### config.mk
export PLATFORM = sky130hd
export DESIGN_NAME = simple_bus_monitor
export DESIGN_NICKNAME = d
export VERILOG_FILES = /design/src/rtl/simple_bus_monitor.sv
export SDC_FILE = /design/constraint.sdc
export NUM_CORES = 1
export LEC_CHECK = 0
export CORE_UTILIZATION = 55
export CTS_CLUSTER_DIAMETER = 80
export DETAILED_ROUTE_END_ITERATION = 12
export PLACE_DENSITY = 0.87
export SYNTH_ARGS = -nofsm -noshare
export SYNTH_HDL_FRONTEND = slang
export SYNTH_SLANG_ARGS = --single-unit
### constraint.sdc
create_clock -name clock -period 3.55 [get_ports clock]
set_clock_uncertainty 0.15 [all_clocks]
set_input_delay 1.065 -clock clock [delete_from_list [all_inputs] [get_ports clock]]
set_output_delay 1.065 -clock clock [all_outputs]
set_load 0.1 [all_outputs]
### src/rtl/simple_bus_monitor.sv
// Passive bus monitor: reconstructs start/address/data transactions from the
// bus control lines, reports completed transactions and protocol errors, and
// keeps running transaction and error counts.
module simple_bus_monitor #(
    parameter int unsigned TIMEOUT = 16
) (
    input  logic        clock,
    input  logic        resetN,
    input  logic        enable,
    input  logic        clrCounts,
    input  logic        start,
    input  logic        read,
    input  logic        dataValid,
    input  logic [7:0]  address,
    input  logic [7:0]  data,
    output logic        txnValid,
    output logic        txnRead,
    output logic [15:0] txnAddr,
    output logic [7:0]  txnData,
    output logic [7:0]  txnWait,
    output logic        errValid,
    output logic [1:0]  errCode,
    output logic [15:0] txnCount,
    output logic [7:0]  errCount
);

    typedef enum logic [1:0] {
        IDLE    = 2'd0,
        ADDR_LO = 2'd1,
        RD_WAIT = 2'd2,
        WR_WAIT = 2'd3
    } stateT;

    localparam logic [1:0] ERR_SPURIOUS = 2'b01;
    localparam logic [1:0] ERR_START    = 2'b10;
    localparam logic [1:0] ERR_TIMEOUT  = 2'b11;

    // Last wait count before a timeout fires (counter starts at 0).
    localparam logic [7:0] WAIT_LIMIT = 8'(TIMEOUT - 1);

    stateT      state, stateNext;
    logic [7:0] waitCnt, waitNext;
    logic [7:0] addrHi, addrHiNext;
    logic [7:0] addrLo, addrLoNext;
    logic       readLat, readNext;
    logic       txnFire;
    logic       errFire;
    logic [1:0] errCodeNext;

    // FSM state and transaction context register.
    always_ff @(posedge clock or negedge resetN) begin
        if (!resetN) begin
            state   <= IDLE;
            waitCnt <= '0;
            addrHi  <= '0;
            addrLo  <= '0;
            readLat <= 1'b0;
        end else begin
            state   <= stateNext;
            waitCnt <= waitNext;
            addrHi  <= addrHiNext;
            addrLo  <= addrLoNext;
            readLat <= readNext;
        end
    end

    // Next-state decode and event detection; start-error outranks spurious data.
    always_comb begin
        stateNext   = state;
        waitNext    = waitCnt;
        addrHiNext  = addrHi;
        addrLoNext  = addrLo;
        readNext    = readLat;
        txnFire     = 1'b0;
        errFire     = 1'b0;
        errCodeNext = ERR_SPURIOUS;

        if (!enable) begin
            stateNext = IDLE;
            waitNext  = '0;
        end else begin
            unique case (state)
                IDLE: begin
                    if (start) begin
                        addrHiNext = address;
                        stateNext  = ADDR_LO;
                    end else if (dataValid) begin
                        errFire     = 1'b1;
                        errCodeNext = ERR_SPURIOUS;
                    end
                end
                ADDR_LO: begin
                    if (start) begin
                        errFire     = 1'b1;
                        errCodeNext = ERR_START;
                        addrHiNext  = address;
                    end else begin
                        addrLoNext = address;
                        readNext   = read;
                        waitNext   = '0;
                        stateNext  = read ? RD_WAIT : WR_WAIT;
                        if (dataValid) begin
                            errFire     = 1'b1;
                            errCodeNext = ERR_SPURIOUS;
                        end
                    end
                end
                RD_WAIT, WR_WAIT: begin
                    if (dataValid) begin
                        // Completion may overlap the next transaction's start.
                        txnFire   = 1'b1;
                        stateNext = IDLE;
                        if (start) begin
                            addrHiNext = address;
                            stateNext  = ADDR_LO;
                        end
                    end else if (start) begin
                        errFire     = 1'b1;
                        errCodeNext = ERR_START;
                        addrHiNext  = address;
                        stateNext   = ADDR_LO;
                    end else if (waitCnt == WAIT_LIMIT) begin
                        errFire     = 1'b1;
                        errCodeNext = ERR_TIMEOUT;
                        stateNext   = IDLE;
                    end else begin
                        waitNext = waitCnt + 8'd1;
                    end
                end
                default: stateNext = IDLE;
            endcase
        end
    end

    // Registered reporting outputs and counters; clear beats increment.
    always_ff @(posedge clock or negedge resetN) begin
        if (!resetN) begin
            txnValid <= 1'b0;
            txnRead  <= 1'b0;
            txnAddr  <= '0;
            txnData  <= '0;
            txnWait  <= '0;
            errValid <= 1'b0;
            errCode  <= '0;
            txnCount <= '0;
            errCount <= '0;
        end else begin
            txnValid <= txnFire;
            errValid <= errFire;
            if (txnFire) begin
                txnRead <= readLat;
                txnAddr <= {addrHi, addrLo};
                txnData <= data;
                // Counter never passes TIMEOUT-1 (<= 254), so it is already saturated.
                txnWait <= waitCnt;
            end
            if (errFire) begin
                errCode <= errCodeNext;
            end
            if (clrCounts) begin
                txnCount <= '0;
            end else if (txnFire) begin
                txnCount <= txnCount + 16'd1;
            end
            if (clrCounts) begin
                errCount <= '0;
            end else if (errFire && errCount != 8'hFF) begin
                errCount <= errCount + 8'd1;
            end
        end
    end

endmodule

# ---- Yosys cells after proc, flatten, opt, wreduce, memory -nomap -nowiden
# Cells that the tools add are included.
dict set report word_totals {
  word_cells 78
  ff_bits 88
  input_bits 23
  out_inout_bits 61
}
dict set report op_classes {
  reduce_logical 10
  eq_ne 13
  n_addsub 3
  n_mux 37
  bitwise 1
}
# op n
set ops {}
lappend ops {{$mux 8} 9}
lappend ops {{$mux 16} 2}
lappend ops {{$mux 2} 11}
lappend ops {{$add 16x1->16 const B} 1}
lappend ops {{$add 8x1->8 const B} 2}
lappend ops {{$pmux 8 s2} 1}
lappend ops {{$ne 3x3->1 const B} 5}
lappend ops {{$pmux 2 s3} 2}
lappend ops {{$mux 1} 11}
lappend ops {{$eq 8x4->1 const B} 1}
lappend ops {{$ne 8x8->1 const B} 1}
lappend ops {{$reduce_and 3->1} 2}
lappend ops {{$ne 5x5->1 const B} 1}
lappend ops {{$reduce_and 5->1} 1}
lappend ops {{$eq 2x2->1 const B} 2}
lappend ops {{$reduce_bool 2->1} 2}
lappend ops {{$reduce_or 4->1} 1}
lappend ops {{$ne 3x1->1 const B} 1}
lappend ops {{$pmux 1 s3} 1}
lappend ops {{$eq 2x1->1 const B} 1}
lappend ops {{$logic_not 2->1} 1}
lappend ops {{$ne 2x1->1 const B} 1}
lappend ops {{$reduce_and 2->1} 1}
lappend ops {{$reduce_or 2->1} 1}
lappend ops {{2 further kinds} 2}

# ---- Logic depth before layout (Yosys ltp)
dict set report depth {
  word_depth 9
  ltp_mapped 6
}

# ---- Worst setup path after synthesis
# No wires, ideal clock.
dict set report synth_path {
  path_kind {reg2reg}
  start {reg txnCount[2]}
  end {reg txnCount[11]}
  required_time_ns 3.275
  slack_ns 1.068
  t_arrival_ns 2.207
  n_path_buf 0
  stages_incl_launch_ff 5
  cell_sequence {dfrtp_1 > nand4_1 > nor4_4 > nand3_1 > mux2_2}
}
dict set report synth_between {
  elab_chain_cells 3
}
# element line_no
set synth_rtl {}
lappend synth_rtl {{from (decl)} 23} ;# output logic [15:0] txnCount,
lappend synth_rtl {{from (signal assigned)} 163} ;# txnCount <= txnCount + 16'd1;
lappend synth_rtl {{$add 16x1->16} 163}
lappend synth_rtl {{$mux 16} 162} ;# end else if (txnFire) begin
lappend synth_rtl {{$mux 16} 160} ;# if (clrCounts) begin
# Every way passes these cells. The select of a mux whose other input is x is not followed.
# A chain may end at the register's enable or synchronous reset.

# ---- Final worst setup path
dict set report layout_path {
  start {in enable}
  end {reg txnCount[11]}
}
dict set report layout_between {
  elab_chain_cells 2
}
# element line_no
set layout_rtl {}
lappend layout_rtl {{from (decl)} 9} ;# input logic enable,
lappend layout_rtl {{$mux 1} 78} ;# if (!enable) begin
lappend layout_rtl {{$reduce_bool 2->1 (no line)} --}
# Every way passes these cells.

==> flow_metrics.tcl <==
set metrics [dict create \
    pwr-share-seq_pct 42.7 \
    die_x_um 87.5 \
    cp-start-kind "input pin" \
    yosysTopAreaCell "dfrtp_1" \
    fp.dieArea_um2 7660 \
    critical_path_buf_inv_count 1 \
    vias 3148 \
    final-seq-area_um2 2200 \
    root_buffer "clkbuf_8" \
    drt-total-wl_um 8550 \
    crit_fanout 10 \
    r2r-end "errCount[4]" \
    first_pass_iters 4 \
    yosys_register_bits 88 \
    grt_pass1_vias 2965 \
    p_leak_nw 2.41 \
    status "finished, final reports clean" \
    cts_resized 0 \
    layout_commonest_cell "nand2_1" \
    critPathKind "input pin to flip-flop" \
    synth_area_leaders "dfrtp_1 55%, nand2_1 10%, mux2_2 7.3%" \
    multi_input_area_um2 1710 \
    antenna_found_initial 0 \
    cap_violations 0 \
    final_cell_mix "112 x nand2_1, 88 x dfrtp_1, 70 x buf_4" \
    syn_area_per_cell_um2 10.2 \
    drt-initial-drc-count 173 \
    sw_frac_of_total_pct 41.1 \
    power_frac_comb_pct 33.9 \
    gp_congestion 0.886 \
    fmax_mhz 349 \
    core_area_um2 6940 \
    post_cts_buffers 0 \
    yosysTopAreaCellShare_pct 54.7 \
    slowest_delay_ns 0.73 \
    cpMaxStageDelayCell "clkdlybuf4s50_1" \
    final.setup.tns_ns 0 \
    ant_nets 0 \
    p_per_area_nw_per_um2 560 \
    io_pins 84 \
    overflow 0 \
    diodes 0 \
    place_hpwl_um 5960 \
    postSynth.asyncResetShare_pct 100 \
    fillers 531 \
    cts_tree "built" \
    grt_pass1_wl_um 14000 \
    numCtsBuffers 9 \
    synth.distinct_cells 55 \
    final_max_slew_viol_count 0 \
    via_per_inst 5.40 \
    holdPathEnd "txnAddr[2]" \
    setup_violations 0 \
    drive_gt1_share_pct 25.9 \
    start_util_pct 57.9 \
    hp-class "flip-flop to flip-flop" \
    cts_hold_buffers 0 \
    area.growth.synth_to_final_pct 24.2 \
    r2r_start "state[1]" \
    cp-end-kind "flip-flop" \
    fp-row-count 30 \
    grtUsageTotal_pct 23.8 \
    die_height_um 87.5 \
    power.internal_mw 1.65 \
    period_share_pct 80.7 \
    worstPathCellList "clkdlybuf4s50_1 > nand2_1 > nor4_4 > nand3_1 > mux2_2" \
    synthesis.area_um2 4020 \
    worst_slack_ns 0.687 \
    rrSetupSlack_ns 1.36 \
    rsz0062_at_grt "false" \
    worst_pin_slew_ns 0.779 \
    critical_path_arrival_ns 2.96 \
    insertion_delay_ns 0.35 \
    pre_cts_ws_ns 0.345 \
    yosysWarnings 0 \
    crit_family "simple AND/OR/NAND/NOR gates" \
    p_total_mw 2.80 \
    relSlewSlack_pct 47.9 \
    path_clk_slew_ns 0.08 \
    grt_max_degree 57 \
    synth_enable_flop_cells 0 \
    wl_per_cell_um 14.7 \
    ir_drop_mv 0.440 \
    finalHoldViolations 0 \
    period_needed_ns 2.86 \
    hold_depth 2 \
    cts.path.max_buffers 2 \
    min_from "addrLo[2]" \
    remaining_drc_errors 0 \
    r2r_cells 4 \
    clkPwrFrac_pct 23.5 \
    required_ns 3.65 \
    cts_max_level 3 \
    syn_inst 396 \
    ys.flop_type "dfrtp_1" \
    nets 509 \
    ys_seq_area_share_pct 54.7 \
    syn_nets 422 \
    switchingPower_mw 1.15 \
    port_buffers 83 \
    cts.sinks 88 \
]
[worst min-delay path: stages, from the launching register on]
cell     delay [ns]
dfrtp_1        0.34
nand2_1        0.05
nand2_1        0.05
[state kept, by name, indices dropped and copies added, names as in the netlist]
signal / count
errValid: 1
errCode: 2
addrLo: 8
txnAddr: 16
errCount: 8
state: 2
txnCount: 16
txnRead: 1
waitCnt: 8
txnData: 8
txnValid: 1
addrHi: 8
txnWait: 8
readLat: 1
[area by class of cell]
cell class,count,share of cell area [%]
multi-input cells,284,34.2
flip-flops and latches,88,44.1
repair buffers,92,15.1
well taps,96,2.40
clock inverters,3,0.877
inverters,8,0.601
clock buffers,12,2.70
[synthesized netlist by cell type, types with 2 or more instances]
master and count:
nor2_1 19, mux2_2 26, xnor2_1 5, a31oi_1 2, nor4_4 2, o31ai_1 4
a31o_2 2, nand2_1 112, a21oi_1 11, inv_1 7, nor3b_1 2, nand4_1 5
clkbuf_1 7, and3_1 4, ha_1 3, and4_1 2, dfrtp_1 88, buf_2 6
nand3_1 16, o22ai_1 2, xor2_1 3, nor2b_1 10, or4_1 3, nor3_1 6
o21a_1 3, nand2b_1 2, nor4_1 5, or3_1 3, o21ai_0 9, buf_6 2
[layer usage]
metal  GRT usage, %  up-vias  share of wire (%)  routed length, µm
met2           38.4       92                 47               4060
li1               -     1531                  -                  -
met3           7.11       13                5.8                497
met5              0        -                  0                  0
met4           7.45        0                1.5                131
met1           31.1     1512                 45               3860
[worst max-delay path by stage]
stage                     start  slack (ns)  depth (start not counted)      endpoint
floorplan           txnCount[2]        1.07                          4  txnCount[11]
global placement         enable        0.42                          5  txnCount[15]
detailed placement       enable        0.35                          5  txnCount[13]
CTS                      enable        0.73                          5  txnCount[13]
global route             enable        0.65                          5  txnCount[11]
finish                   enable        0.69                          5  txnCount[11]
[kinds of logic after synthesis]
kind of cell / Yosys count / share of synthesized area (%)
AND/OR/NAND/NOR: 199 / 23.6
XOR/XNOR: 8 / 1.74
adder cells (fa/ha/maj): 3 / 0.933
flip-flops: 88 / 54.7
multiplexers: 27 / 7.53
AO/OA/AOI/OAI: 47 / 8.52
buffers and inverters: 24 / 2.89
[power by group through the flow]
| stage | Combinational [mW] | Clock [mW] | Sequential, mW |
|---|---|---|---|
| floorplan | 0.137 | 0 | 1.78 |
| global placement | 0.938 | 0 | 1.20 |
| detailed placement | 0.954 | 0 | 1.21 |
| CTS | 0.953 | 0.676 | 1.19 |
| global route | 0.986 | 0.711 | 1.21 |
| finish | 0.946 | 0.657 | 1.19 |
[metrics by stage]
| stage | utilization, % | cell area (µm²) | cells | hold WS [ns] |
|---|---|---|---|---|
| 2_1_floorplan | - | 4020 | 396 | 0.283 |
| 3_3_place_gp | 69.4 | 4820 | 568 | 0.294 |
| 3_5_place_dp | 69.4 | 4820 | 568 | 0.308 |
| 4_1_cts | 71.9 | 5000 | 583 | 0.320 |
| 5_1_grt | 71.9 | 5000 | 583 | 0.343 |
| 6_report | 71.9 | 5000 | 583 | 0.318 |
Power figures use the tool's default switching activity.
